===== config.mk =====
export PLATFORM = sky130hd
export DESIGN_NAME = mips_mc_control_fsm
export DESIGN_NICKNAME = d
export VERILOG_FILES = /design/src/rtl/mips_mc_control_fsm.sv
export SDC_FILE = /design/constraint.sdc
export NUM_CORES = 1
export LEC_CHECK = 0
export CAP_MARGIN = 20
export CORE_UTILIZATION = 45
export DETAILED_ROUTE_END_ITERATION = 12
export MAX_ROUTING_LAYER = met4
export PLACE_DENSITY = 0.85
export SLEW_MARGIN = 20
export SYNTH_ARGS = -nofsm -noshare
export SYNTH_HDL_FRONTEND = slang
export SYNTH_SLANG_ARGS = --single-unit

===== constraint.sdc =====
create_clock -name clk -period 3.4 [get_ports clk]
set_input_delay 0.51 -clock clk [delete_from_list [all_inputs] [get_ports clk]]
set_output_delay 0.51 -clock clk [all_outputs]
set_load 0.01 [all_outputs]

===== src/rtl/mips_mc_control_fsm.sv =====
// Multicycle MIPS main control: one state per enabled clk, Moore-decoded outputs.
// Write strobes, instr_done and illegal are suppressed whenever en is low.
module mips_mc_control_fsm #(
  parameter int ORI_EN  = 1,
  parameter int STATE_W = 4
) (
  input  logic               clk,
  input  logic               rst,
  input  logic               en,
  input  logic [5:0]         opcode,
  output logic               pc_write,
  output logic               branch,
  output logic               ir_write,
  output logic               mem_write,
  output logic               reg_write,
  output logic               iord,
  output logic               alu_src_a,
  output logic [1:0]         alu_src_b,
  output logic [1:0]         alu_op,
  output logic [1:0]         pc_src,
  output logic               reg_dst,
  output logic               mem_to_reg,
  output logic               zext,
  output logic               instr_done,
  output logic               illegal,
  output logic [STATE_W-1:0] state
);

  typedef enum logic [STATE_W-1:0] {
    S_INIT   = STATE_W'(0),
    S_FETCH  = STATE_W'(1),
    S_DECODE = STATE_W'(2),
    S_MEMADR = STATE_W'(3),
    S_MEMRD  = STATE_W'(4),
    S_MEMWB  = STATE_W'(5),
    S_MEMWR  = STATE_W'(6),
    S_EXEC   = STATE_W'(7),
    S_ALUWB  = STATE_W'(8),
    S_BEQ    = STATE_W'(9),
    S_ADDIEX = STATE_W'(10),
    S_IMMWB  = STATE_W'(11),
    S_JUMP   = STATE_W'(12),
    S_ORIEX  = STATE_W'(13)
  } state_t;

  localparam logic [5:0] OP_RTYPE = 6'b000000;
  localparam logic [5:0] OP_J     = 6'b000010;
  localparam logic [5:0] OP_BEQ   = 6'b000100;
  localparam logic [5:0] OP_ADDI  = 6'b001000;
  localparam logic [5:0] OP_ORI   = 6'b001101;
  localparam logic [5:0] OP_LW    = 6'b100011;
  localparam logic [5:0] OP_SW    = 6'b101011;

  state_t state_q, state_d;
  logic   op_bad;

  always_ff @(posedge clk or posedge rst) begin
    if (rst) state_q <= S_INIT;
    else     state_q <= state_d;
  end

  always_comb begin
    state_d    = state_q;
    op_bad     = 1'b0;
    pc_write   = 1'b0;
    branch     = 1'b0;
    ir_write   = 1'b0;
    mem_write  = 1'b0;
    reg_write  = 1'b0;
    iord       = 1'b0;
    alu_src_a  = 1'b0;
    alu_src_b  = 2'b00;
    alu_op     = 2'b00;
    pc_src     = 2'b00;
    reg_dst    = 1'b0;
    mem_to_reg = 1'b0;
    zext       = 1'b0;
    instr_done = 1'b0;
    case (state_q)
      S_INIT: state_d = S_FETCH;
      S_FETCH: begin
        ir_write  = 1'b1;
        pc_write  = 1'b1;
        alu_src_b = 2'b01;
        state_d   = S_DECODE;
      end
      S_DECODE: begin
        alu_src_b = 2'b11;
        case (opcode)
          OP_LW, OP_SW: state_d = S_MEMADR;
          OP_RTYPE:     state_d = S_EXEC;
          OP_BEQ:       state_d = S_BEQ;
          OP_ADDI:      state_d = S_ADDIEX;
          OP_J:         state_d = S_JUMP;
          OP_ORI: begin
            state_d = (ORI_EN != 0) ? S_ORIEX : S_FETCH;
            op_bad  = (ORI_EN == 0);
          end
          default: begin
            state_d = S_FETCH;
            op_bad  = 1'b1;
          end
        endcase
        instr_done = op_bad;
      end
      S_MEMADR: begin
        alu_src_a = 1'b1;
        alu_src_b = 2'b10;
        // IR still holds lw or sw here; only those two opcodes reach this state
        state_d   = (opcode == OP_SW) ? S_MEMWR : S_MEMRD;
      end
      S_MEMRD: begin
        iord    = 1'b1;
        state_d = S_MEMWB;
      end
      S_MEMWB: begin
        reg_write  = 1'b1;
        mem_to_reg = 1'b1;
        instr_done = 1'b1;
        state_d    = S_FETCH;
      end
      S_MEMWR: begin
        iord       = 1'b1;
        mem_write  = 1'b1;
        instr_done = 1'b1;
        state_d    = S_FETCH;
      end
      S_EXEC: begin
        alu_src_a = 1'b1;
        alu_op    = 2'b10;
        state_d   = S_ALUWB;
      end
      S_ALUWB: begin
        reg_write  = 1'b1;
        reg_dst    = 1'b1;
        instr_done = 1'b1;
        state_d    = S_FETCH;
      end
      S_BEQ: begin
        alu_src_a  = 1'b1;
        alu_op     = 2'b01;
        pc_src     = 2'b01;
        branch     = 1'b1;
        instr_done = 1'b1;
        state_d    = S_FETCH;
      end
      S_ADDIEX: begin
        alu_src_a = 1'b1;
        alu_src_b = 2'b10;
        state_d   = S_IMMWB;
      end
      S_IMMWB: begin
        reg_write  = 1'b1;
        instr_done = 1'b1;
        state_d    = S_FETCH;
      end
      S_JUMP: begin
        pc_write   = 1'b1;
        pc_src     = 2'b10;
        instr_done = 1'b1;
        state_d    = S_FETCH;
      end
      S_ORIEX: begin
        alu_src_a = 1'b1;
        alu_src_b = 2'b10;
        alu_op    = 2'b11;
        zext      = 1'b1;
        state_d   = S_IMMWB;
      end
      default: state_d = S_FETCH;
    endcase
    // Single-step hold: freeze the state and kill every side-effecting strobe
    if (!en) begin
      state_d    = state_q;
      pc_write   = 1'b0;
      branch     = 1'b0;
      ir_write   = 1'b0;
      mem_write  = 1'b0;
      reg_write  = 1'b0;
      instr_done = 1'b0;
    end
  end

  assign illegal = en & op_bad;
  assign state   = state_q;

endmodule


Word-level counts from Yosys, hierarchy flattened:

Index checks and enable logic that the tools add are counted.

* flip-flop bits (word level): 4
* bits in latches: 0
* bits in writable memories: 0
* bits in read-only memories: 0
* bits of input ports: 9
* output and inout bits: 22
* word-level logic and storage cells: 56
* memories: 0

* add/sub/neg operators: 0
* $mul: 0
* div/mod/pow operators: 0
* $lt $le $gt $ge: 0
* equality and inequality tests: 19
* shift operators: 0
* muxes and demuxes: 25
* bitwise gates (word level): 1
* reductions and logical operators: 10

Operator list (number)
* one-hot mux 4 bit (6 select lines): 2
* equality test 4 bit (second input constant): 6
* 2-to-1 mux 1 bit: 18
* equality test 4 x 3 -> 1 bit (second input constant): 4
* equality test 6 x 4 -> 1 bit (second input constant): 2
* equality test 6 bit (second input constant): 2
* one-hot mux 2 bit (3 select lines): 2
* equality test 4 x 2 -> 1 bit (second input constant): 2
* OR reduction 2 bit: 4
* OR reduction 7 bit: 1
* equality test 6 x 2 -> 1 bit (second input constant): 1
* equality test 6 x 3 -> 1 bit (second input constant): 1
* logical NOT 6 bit: 1
* OR reduction 3 bit: 2
* OR reduction 6 bit: 1
* OR reduction 5 bit: 1
* equality test 4 x 1 -> 1 bit (second input constant): 1
* one-hot mux 2 bit (2 select lines): 1
* 2-to-1 mux 2 bit: 1
* one-hot mux 1 bit (2 select lines): 1
* bitwise AND 1 bit: 1

Longest topological paths before layout:

* word-level depth: 5
* mapped depth: 6
* depth with buffers taken out: 4

Worst setup path before layout:

No wires, ideal clock.

* path kind: in2out
* start: in opcode[1]
* end: out instr_done
* data arrival time: 1576 ps
* slack: 1314 ps
* cell stages on the path: 5
* buffers on the path: 1
* path through: buf_4 > or3_4 > a211oi_2 > a211oi_2 > a31o_1

* longest elaborated chain between the ends: 5
* elaborated cells on any way between the ends: 11
* classes of those cells: eq/ne (6); mux (3); reduce/logical (2)

RTL lines
* start, declared: RTL line 10 `input logic [5:0] opcode,`
* equality test 6 bit (tied with other cells): RTL line 89 `case (opcode)`
* OR reduction 7 bit (no source line) (*)
* 2-to-1 mux 1 bit (*): RTL line 89
* one-hot mux 1 bit (2 select lines) (*): RTL line 79 `case (state_q)`
* 2-to-1 mux 1 bit (*): RTL line 173 `if (!en) begin`
* end, declared: RTL line 24 `output logic instr_done,`

Every way passes the cells marked *; elsewhere a longest branch is shown, timed or not.

Final worst setup path:

Same ends and word-level chain as after synthesis.

==> flow_metrics.env <==
export IMPL_ir_worst_vdd_mv=0.6192
export IMPL_post_dp_hpwl_um=1298
export IMPL_ctsHoldBuffers=0
export IMPL_area_delta_synth_final_pct=36.73
export IMPL_largest_reg_flops=4
export IMPL_hold_viol=0
export IMPL_grt_max_degree=23
export IMPL_first_iter_violations=28
export IMPL_crit_arrival_ns=2.51
export IMPL_antenna_found_initial=0
export IMPL_synth_area_top_cells="dfrtp_1, clkbuf_8, nor3_1"
export IMPL_yosysMostFrequentCell="nor2_1"
export IMPL_crit_cells=6
export IMPL_clk_pin_slew_ns=0.04
export IMPL_worst_hold_slack_ns=0.4677
export IMPL_synth_edf_count=0
export IMPL_tightest_slew_ns=0.6402
export IMPL_seqCellArea_um2=100.1
export IMPL_initial_core_util_pct=51.49
export IMPL_netlist_instances=94
export IMPL_root_buffer="clkbuf_4"
export IMPL_numPortBuffers=30
export IMPL_status="finished, final reports clean"
export IMPL_yosysWarnings=0
export IMPL_cp_start_kind="input port"
export IMPL_setup_viol=0
export IMPL_cts_tree="done"
export IMPL_wire_per_inst_um=12.91
export IMPL_dp_cells=130
export IMPL_crit_buf_inv=2
export IMPL_maxSlewHeadroom_pct=57.32
export IMPL_drc=0
export IMPL_crit_start="opcode[1]"
export IMPL_fin_skew_ns=0.005106
export IMPL_slew_viol_final=0
export IMPL_pwr_density_cell_nw_per_um2=662.0
export IMPL_clk_path_buf_depth=2
export IMPL_grt_usage_pct=20.50
export IMPL_critPathMaxFanout=7
export IMPL_fin_crit_ns=3.017
export IMPL_numCtsBuffers=3
export IMPL_post_route_period_util_pct=88.73
export IMPL_finalWirelength_um=1717
export IMPL_multi_input_area_um2=509.2
export IMPL_r2r_start="state[0]"
export IMPL_ioPinCount=31
export IMPL_fin_ws_ns=0.3832
export IMPL_vias_per_cell=6.015
export IMPL_cts_resized=0
export IMPL_synth_largest_area_cell="dfrtp_1"
export IMPL_core_area_um2=1383
export IMPL_p_leak_nw=0.3745
export IMPL_htreeDepth=1
export IMPL_synthArstFlopShare_pct=100.0
export IMPL_synth_sequential_area_ratio_pct=14.06
export IMPL_final_nets=129
export IMPL_grt_overflow=0
export IMPL_num_antenna_cells=0
export IMPL_yosys_top_cells_count="nor2_1, nor3_1, nand2_1"
export IMPL_instances_no_fill=133
export IMPL_die_w_um=41.78
export IMPL_first_pass_iters=4
export IMPL_row_count=13
export IMPL_synth_seq_cells=4
export IMPL_reg2reg_to="state[0]"
export IMPL_rsz0062_at_grt="false"
export IMPL_cp_cell_sequence="clkdlybuf4s50_1 > and4b_2 > a21o_1 > a211oi_2 > a31o_1 > clkdlybuf4s50_1"
export IMPL_clk_latency_ns=0.23
export IMPL_r2r_slack_ns=1.73
export IMPL_synthFlopType="dfrtp_1"
export IMPL_place_congestion=0.8761
export IMPL_synth_cell_type_count=42
export IMPL_fillers=120
export IMPL_critical_path_class="input port to output port"
export IMPL_cp_end_kind="output port"
export IMPL_die_area_um2=1745
export IMPL_cp_top_family="buffers and inverters"
export IMPL_grt_pass1_vias=667
export IMPL_cp_slowest_cell="clkdlybuf4s50_1"
export IMPL_grt_pass1_wl_um=2815
export IMPL_synth_top_area_share_pct=14.06
export IMPL_crit_top_cell="clkdlybuf4s50_1"
export IMPL_r2r_cells=4
export IMPL_maxCapViolations=0
export IMPL_fp_dieH_um=41.78
export IMPL_syn_nets=103
export IMPL_post_place_ws_ns=0.3911
export IMPL_synth_area_um2=711.9
export IMPL_postSynthAreaPerCell_um2=7.574
export IMPL_cpPeakStageDelay_ns=0.61
export IMPL_antenna_left=0
export IMPL_num_vias=800
export IMPL_fin_tns_setup_ns=0
export IMPL_max_freq_ghz=0.3315
export IMPL_required_ns=2.89
export IMPL_drive_gt1_share_pct=12.71
export IMPL_post_route_util_pct=70.41
export IMPL_clock_sinks=4
export IMPL_hold_class="input port to asynchronous set/reset pin"
export IMPL_cts_setup_buffers=0
==> through the flow <==
stage / total power [W] / area, um^2
floorplan: 0.0004172 / 711.9
global placement: 0.0005799 / 950.9
detailed placement: 0.0005870 / 950.9
CTS: 0.0006460 / 973.4
global route: 0.0006953 / 973.4
finish: 0.0006444 / 973.4
==> power by group <==
group | total [W] | switching, W | internal (W)
logic | 0.000434 | 0.000184 | 0.000250
registers | 0.000154 | 0.0000889 | 0.0000652
clock network | 0.0000566 | 0.0000173 | 0.0000393
total | 0.000644 | 0.000290 | 0.000354
==> per-layer routing <==
metal	vias up	share of wire [%]	track usage, %
met3	0	7.0	5.217
met4	0	0	6.452
met1	368	46	24.28
met5	-	0	-
met2	34	47	33.75
li1	398	-	-
==> placed cells by master (no fill, tap or decap), types with 2 or more instances in the layout <==
cell type         n
a211oi_2          2
a21o_1            3
a21oi_1           3
a32oi_1           2
buf_4             2
clkbuf_4          3
clkdlybuf4s50_1  30
dfrtp_1           4
inv_1             2
nand2_1           7
nand2b_1          5
nand3_1           2
nor2_1            9
nor2b_1           3
nor3_1            8
nor4_1            3
o211ai_1          2
o21ai_0           4
or2b_2            2
xnor2_1           2
==> kinds of logic after synthesis <==
logic type | Yosys count | share of synthesized area (%)
XOR/XNOR | 3 | 3.691
buffers and inverters | 13 | 14.41
flip-flops | 4 | 14.06
AO/OA/AOI/OAI | 26 | 28.65
AND/OR/NAND/NOR | 47 | 37.61
multiplexers | 1 | 1.582
==> final cells by class <==
type | instances | share of cell area [%]
multi-input combinational | 77 | 52.31
timing repair buffer | 32 | 32.39
sequential | 4 | 10.28
clock buffer | 3 | 2.314
tap | 15 | 1.928
inverter | 2 | 0.7712
==> worst max path at each step <==
| stage | to | slack (ns) |
|---|---|---|
| finish | instr_done | 0.38 |
| global route | instr_done | 0.29 |
| CTS | instr_done | 0.38 |
| detailed placement | instr_done | 0.39 |
| global placement | instr_done | 0.43 |
| floorplan | instr_done | 1.31 |
No activity file was read; power rests on OpenSTA's default activity.
